**src/rtl/pe_ws_os.sv**
```systemverilog
// Dual-mode (weight-stationary / output-stationary) fixed-point systolic PE.
// Define PE_SATURATE_EN to clamp products and sums (with sticky O_SAT); otherwise results wrap.
module pe_ws_os #(
  parameter int D_W    = 16,
  parameter int FRAC_W = 13
) (
  input  logic           I_CLK,
  input  logic           I_ASYN_RSTN,
  input  logic [D_W-1:0] I_X,
  input  logic           I_X_VLD,
  input  logic [D_W-1:0] I_W,
  input  logic           I_W_LOAD,
  input  logic           I_W_SWAP,
  input  logic [D_W-1:0] I_D,
  input  logic           I_D_VLD,
  input  logic           I_MODE,
  input  logic           I_ACC_CLR,
  output logic [D_W-1:0] O_X,
  output logic           O_X_VLD,
  output logic [D_W-1:0] O_W,
  output logic           O_W_LOAD,
  output logic           O_W_SWAP,
  output logic [D_W-1:0] O_D,
  output logic           O_D_VLD,
  output logic           O_SAT
);

  localparam int P_W = 2 * D_W + 1;
  localparam logic [P_W-1:0] RND_C = {{(P_W-1){1'b0}}, 1'b1} << (FRAC_W - 1);
  localparam logic [D_W-1:0] MAX_C = {1'b0, {(D_W-1){1'b1}}};
  localparam logic [D_W-1:0] MIN_C = {1'b1, {(D_W-1){1'b0}}};

`ifdef PE_SATURATE_EN
  localparam logic SAT_EN = 1'b1;
`else
  localparam logic SAT_EN = 1'b0;
`endif

  typedef enum logic [1:0] {
    EMPTY = 2'd0,
    ARMED = 2'd1,
    RUN   = 2'd2
  } state_t;

  state_t                state_r, state_s;
  logic signed [D_W-1:0] w_act_r;
  logic        [D_W-1:0] w_shd_r;
  logic                  shd_vld_r;
  logic        [D_W-1:0] acc_r, acc_s;
  logic        [D_W-1:0] od_s;
  logic                  od_vld_s, sat_s;

  logic                  use_s;
  logic signed [2*D_W-1:0] mul_s;
  logic signed [P_W-1:0] prod_rnd_s, pr_wide_s;
  logic        [D_W-1:0] pr_s, ws_sum_s, acc_sum_s;
  logic        [D_W:0]   ws_wide_s, acc_wide_s;
  logic                  pr_ovf_s, ws_ovf_s, acc_ovf_s;

  // True when v is representable in D_W signed bits.
  function automatic logic fits_fn(input logic [P_W-1:0] v);
    logic [P_W-D_W:0] top_v;
    top_v   = v[P_W-1:D_W-1];
    fits_fn = (&top_v) | (~|top_v);
  endfunction

  function automatic logic [D_W-1:0] reduce_fn(input logic [P_W-1:0] v);
    if (SAT_EN && !fits_fn(v)) begin
      reduce_fn = v[P_W-1] ? MIN_C : MAX_C;
    end else begin
      reduce_fn = v[D_W-1:0];
    end
  endfunction

  function automatic logic [P_W-1:0] sext_fn(input logic [D_W:0] v);
    sext_fn = {{(P_W-D_W-1){v[D_W]}}, v};
  endfunction

  // Weight lifecycle: EMPTY until the first effective swap, then ARMED/RUN track I_X_VLD.
  always_comb begin
    state_s = state_r;
    case (state_r)
      EMPTY: begin
        if (I_W_SWAP && (shd_vld_r || I_W_LOAD)) state_s = ARMED;
        else                                     state_s = EMPTY;
      end
      ARMED, RUN: begin
        if (I_X_VLD) state_s = RUN;
        else         state_s = ARMED;
      end
      default: state_s = EMPTY;
    endcase
  end

  // Rounded product and the two candidate sums.
  always_comb begin
    use_s      = I_X_VLD && (state_r != EMPTY);
    mul_s      = $signed({{D_W{I_X[D_W-1]}}, I_X}) * $signed({{D_W{w_act_r[D_W-1]}}, w_act_r});
    prod_rnd_s = $signed({mul_s[2*D_W-1], mul_s}) + $signed(RND_C);
    pr_wide_s  = prod_rnd_s >>> FRAC_W;
    if (use_s) begin
      pr_s     = reduce_fn(pr_wide_s);
      pr_ovf_s = SAT_EN & ~fits_fn(pr_wide_s);
    end else begin
      pr_s     = {D_W{1'b0}};
      pr_ovf_s = 1'b0;
    end
    ws_wide_s  = {I_D[D_W-1], I_D} + {pr_s[D_W-1], pr_s};
    acc_wide_s = {acc_r[D_W-1], acc_r} + {pr_s[D_W-1], pr_s};
    ws_sum_s   = reduce_fn(sext_fn(ws_wide_s));
    acc_sum_s  = reduce_fn(sext_fn(acc_wide_s));
    ws_ovf_s   = SAT_EN & ~fits_fn(sext_fn(ws_wide_s));
    acc_ovf_s  = SAT_EN & ~fits_fn(sext_fn(acc_wide_s));
  end

  // Next result, accumulator and saturation flag for the selected mode.
  always_comb begin
    od_s     = O_D;
    od_vld_s = 1'b0;
    acc_s    = acc_r;
    sat_s    = I_ACC_CLR ? 1'b0 : O_SAT;
    if (!I_MODE) begin
      if (use_s) begin
        od_s     = ws_sum_s;
        od_vld_s = 1'b1;
        sat_s    = sat_s | pr_ovf_s | ws_ovf_s;
      end else begin
        od_vld_s = 1'b0;
      end
    end else begin
      if (I_ACC_CLR) begin
        od_s     = acc_r;
        od_vld_s = 1'b1;
        acc_s    = pr_s;
        sat_s    = sat_s | pr_ovf_s;
      end else begin
        od_s     = I_D;
        od_vld_s = I_D_VLD;
        if (use_s) begin
          acc_s = acc_sum_s;
          sat_s = sat_s | pr_ovf_s | acc_ovf_s;
        end else begin
          acc_s = acc_r;
        end
      end
    end
  end

  // State, weight registers and accumulator.
  always_ff @(posedge I_CLK or negedge I_ASYN_RSTN) begin
    if (!I_ASYN_RSTN) begin
      state_r   <= EMPTY;
      w_act_r   <= {D_W{1'b0}};
      w_shd_r   <= {D_W{1'b0}};
      shd_vld_r <= 1'b0;
      acc_r     <= {D_W{1'b0}};
    end else begin
      state_r <= state_s;
      acc_r   <= acc_s;
      // Load+swap together bypasses the shadow and leaves it untouched.
      if (I_W_LOAD && I_W_SWAP) begin
        w_act_r <= I_W;
      end else if (I_W_SWAP && shd_vld_r) begin
        w_act_r   <= w_shd_r;
        shd_vld_r <= 1'b0;
      end else if (I_W_LOAD) begin
        w_shd_r   <= I_W;
        shd_vld_r <= 1'b1;
      end
    end
  end

  // Registered outputs and neighbour forwards.
  always_ff @(posedge I_CLK or negedge I_ASYN_RSTN) begin
    if (!I_ASYN_RSTN) begin
      O_X      <= {D_W{1'b0}};
      O_X_VLD  <= 1'b0;
      O_W      <= {D_W{1'b0}};
      O_W_LOAD <= 1'b0;
      O_W_SWAP <= 1'b0;
      O_D      <= {D_W{1'b0}};
      O_D_VLD  <= 1'b0;
      O_SAT    <= 1'b0;
    end else begin
      O_X      <= I_X;
      O_X_VLD  <= I_X_VLD;
      O_W      <= I_W;
      O_W_LOAD <= I_W_LOAD;
      O_W_SWAP <= I_W_SWAP;
      O_D      <= od_s;
      O_D_VLD  <= od_vld_s;
      O_SAT    <= sat_s;
    end
  end

endmodule

```
**config.mk**
```make
export PLATFORM = sky130hd
export DESIGN_NAME = pe_ws_os
export DESIGN_NICKNAME = d
export VERILOG_FILES = /design/src/rtl/pe_ws_os.sv
export SDC_FILE = /design/constraint.sdc
export NUM_CORES = 1
export LEC_CHECK = 0
export ABC_CLOCK_PERIOD_IN_PS = 8450
export BUFFER_PORTS_ARGS = -buffer_cell sky130_fd_sc_hd__buf_4
export CAP_MARGIN = 20
export CORE_MARGIN = 8
export CORE_UTILIZATION = 42
export CTS_BUF_LIST = sky130_fd_sc_hd__clkbuf_4 sky130_fd_sc_hd__clkbuf_8
export DETAILED_ROUTE_END_ITERATION = 16
export PLACE_DENSITY = 0.6
export SYNTH_ARGS = -nofsm -noshare
export SYNTH_HDL_FRONTEND = slang
export SYNTH_SLANG_ARGS = --single-unit
```
**constraint.sdc**
```tcl
create_clock -name I_CLK -period 8.45 [get_ports I_CLK]
set_input_delay 0.845 -clock I_CLK [delete_from_list [all_inputs] [get_ports I_CLK]]
set_output_delay 0.845 -clock I_CLK [all_outputs]
set_load 0.005 [all_outputs]
```
==> impl_metrics.toml <==
[outcome]
run_status = "completed"

[job]
max_cap_viol_count = 0

[floorplan]
core-area_mm2 = 0.0334
die_w_um = 200
dieArea_mm2 = 0.0400
floorplan.initialDensity_pct = 42.5
fp-row-count = 67
die_height_um = 200
ioPinCount = 109

[detailed_routing]
first_pass_iters = 5
drt.antenna.violating_nets = 0
route.detailed.wl_per_inst_um = 17.1
vias = 10300
via_per_inst = 5.02
drc = 0
drt_iter0_drc = 619
wl_mm = 35.2

[critical_path]
timing.critical_path.to_type = "flop"
critPathRequiredTime_ps = 8770
worst_r2r_startpoint = "w_act_r[4]"
cpMostUsedCell = "sky130_fd_sc_hd__fa_1"
reg2reg_to = "O_D[15]"
worst-path-max-fanout = 11
setup.worst_path.class = "reg -> reg"
worstRegToRegCells = 30
slowest_delay_ps = 580
timing.reg2reg.setup_slack_ps = 420
worst_setup_path_start_kind = "flop"
crit_arrival_ps = 8350
slowest_stage = "sky130_fd_sc_hd__dfrtp_4"

[placed_design]
place_hpwl_mm = 29.4
placement.io_buffers = 107
final_weighted_congestion_in_routability_driven_placement = 0.866
pre_cts_ws_ps = -266
dpl.cell_count = 2039

[timing]
period_share_pct = 95.0
setup_violations = 0
grt_setup_unrepaired = "no"
fin_clk_skew_ps = 12.3
final_max_slew_viol_count = 0
finalWorstSetupSlack_ps = 422
fmax_mhz = 125
max_slew.worst_pin.slew_ps = 908
final.min_clock_period_ps = 8030
finalHoldViolCount = 0
fin_setup_tns_ps = 0
timing.slew.headroom_pct = 39.4

[layout]
post-route-util_pct = 47.6
final_common_cell = "sky130_fd_sc_hd__inv_1"
area_growth_synth_to_finish_pct = 11.9
n_antenna_cell = 0
drive_gt1_share_pct = 12.2
mostFrequentLayoutCells = "295 x sky130_fd_sc_hd__inv_1, 241 x sky130_fd_sc_hd__fa_1, 159 x sky130_fd_sc_hd__nand2_1"
final_nets = 2007
final-instance-count-excl-fill = 2057

[synthesis]
async_flop_share_pct = 100
synth.avg_cell_area_um2 = 9.45
synth.ff_latch_count = 103
synthesis.nets = 1908
synth.cell_area_mm2 = 0.0142
synth.yosys.seq_area_share_pct = 18.1
ys_types = 61
synth.yosys.warnings = 0
synth_cells = 1505
synth_enable_flop_cells = 0
synthFlopType = "sky130_fd_sc_hd__dfrtp_1"

[clocking]
number_of_h_tree_levels = 3
numCtsBuffers = 9
cts-hold-fix-buffers = 0
clk_latency_ps = 400
cts_tree = "done"
cts-root-buf = "sky130_fd_sc_hd__clkbuf_8"
ctsLongestPathBuffers = 2
clkTransAtPathRegs_ps = 110
cts.sinks = 103

[global_routing]
grt_first_pass_wirelength_mm = 59.2
grt_max_degree = 55
grt_remaining_overflow = 0
number_of_global_route_vias_before_repair = 11000
initial_antenna_violation_count = 0
grt.total_usage_pct = 18.8

[worst_hold_path]
hp-class = "in -> async"
final cells by class:
class / instances / area, µm²
clock buffer: 9 / 124
clock inverter: 7 / 92.6
fill: 3203 / 17500
tap: 448 / 561
sequential: 103 / 2590
timing repair buffer: 151 / 1130
inverter: 296 / 1110
multi-input combinational: 1043 / 10300
flip-flops by register name (all words and copies together), names as in the netlist, 2 cells and up:
| signal | count |
|---|---|
| O_D | 16 |
| O_X | 16 |
| w_act_r | 16 |
| w_shd_r | 16 |
| acc_r | 16 |
| state_r | 2 |
| O_W | 16 |
kinds of logic after synthesis:
family | Yosys count | synth area share (%)
simple gates | 409 | 14.1
buf+inv | 359 | 9.50
fa+ha+maj | 347 | 43.3
compound gates | 203 | 9.45
flops | 103 | 18.1
xor+xnor | 49 | 3.02
mux | 34 | 2.52
other cells | 1 | 0.0264
repair_timing:
item                       in CTS  in global routing
setup buffers                   0                  2
setup endpoints to repair       1                  7
resized for setup               3                 10
pin swaps                       0                  1
stage by stage:
stage | area, µm² | hold WS [ps]
after floorplan | 14200 | 477
after global placement | 15700 | 489
after detailed placement | 15700 | 496
after CTS | 15900 | 484
after global routing | 15900 | 522
final | 15900 | 470
worst max-delay path, delay by kind of cell, from the launching register on:
family,cells,cell delay (ps)
buffers and inverters,4,200
XOR/XNOR,3,380
flip-flops,1,580
AND/OR/NAND/NOR,3,500
AO/OA/AOI/OAI,12,2660
adder cells (fa/ha/maj),8,3640
metal layers:
layer	vias to the layer above	global-route usage [%]	part of all wire (%)
li1	4882	-	-
met1	5173	26.1	46
met2	246	31.3	48
met3	23	2.65	5.0
met4	0	3.27	0.96
met5	-	0	0
Yosys cell counts (all sizes together), types with 2 or more instances:
cell    count  area share, %
o211a       2           0.14
nor4        4           0.26
mux2i      20            1.4
o21ai      42            1.5
nand2b     12           0.53
a22oi       2           0.11
xor2       18            1.1
o211ai      4           0.21
inv       296            7.8
o22ai       4           0.18
o21a       10           0.53
buf         4           0.13
a211o       4           0.25
fa        241             34
and2b       2           0.11
a22o       24            1.5
a221oi      2           0.12
nand3      10           0.35
and3        7           0.31
nor3       16           0.56
ha        106            9.3
nor2b      10           0.44
xnor2      31            1.9
a211oi     14           0.77
o21bai      4           0.21
clkbuf     59            1.6
a21boi      2           0.11
and2      125            5.5
mux2       14            1.1
dfrtp     103             18
o311a       3           0.21
a21oi      56            2.0
nand2     159            4.2
a41oi       2           0.12
or3         3           0.13
a31oi       7           0.31
o31ai       2           0.11
nor2       57            1.5
a21o        9           0.48
worst max path at each step:
stage | depth (start not counted) | to | startpoint
floorplan | 28 | acc_r[15] | I_X[10]
global placement | 36 | O_D[14] | I_X[4]
detailed placement | 36 | O_D[14] | I_X[4]
CTS | 34 | O_D[14] | w_act_r[1]
global route | 29 | O_D[14] | w_act_r[4]
finish | 30 | O_D[15] | w_act_r[4]
Power is not shown: default switching activity piles up to over one toggle a cycle in this logic, so the estimate is an artifact.
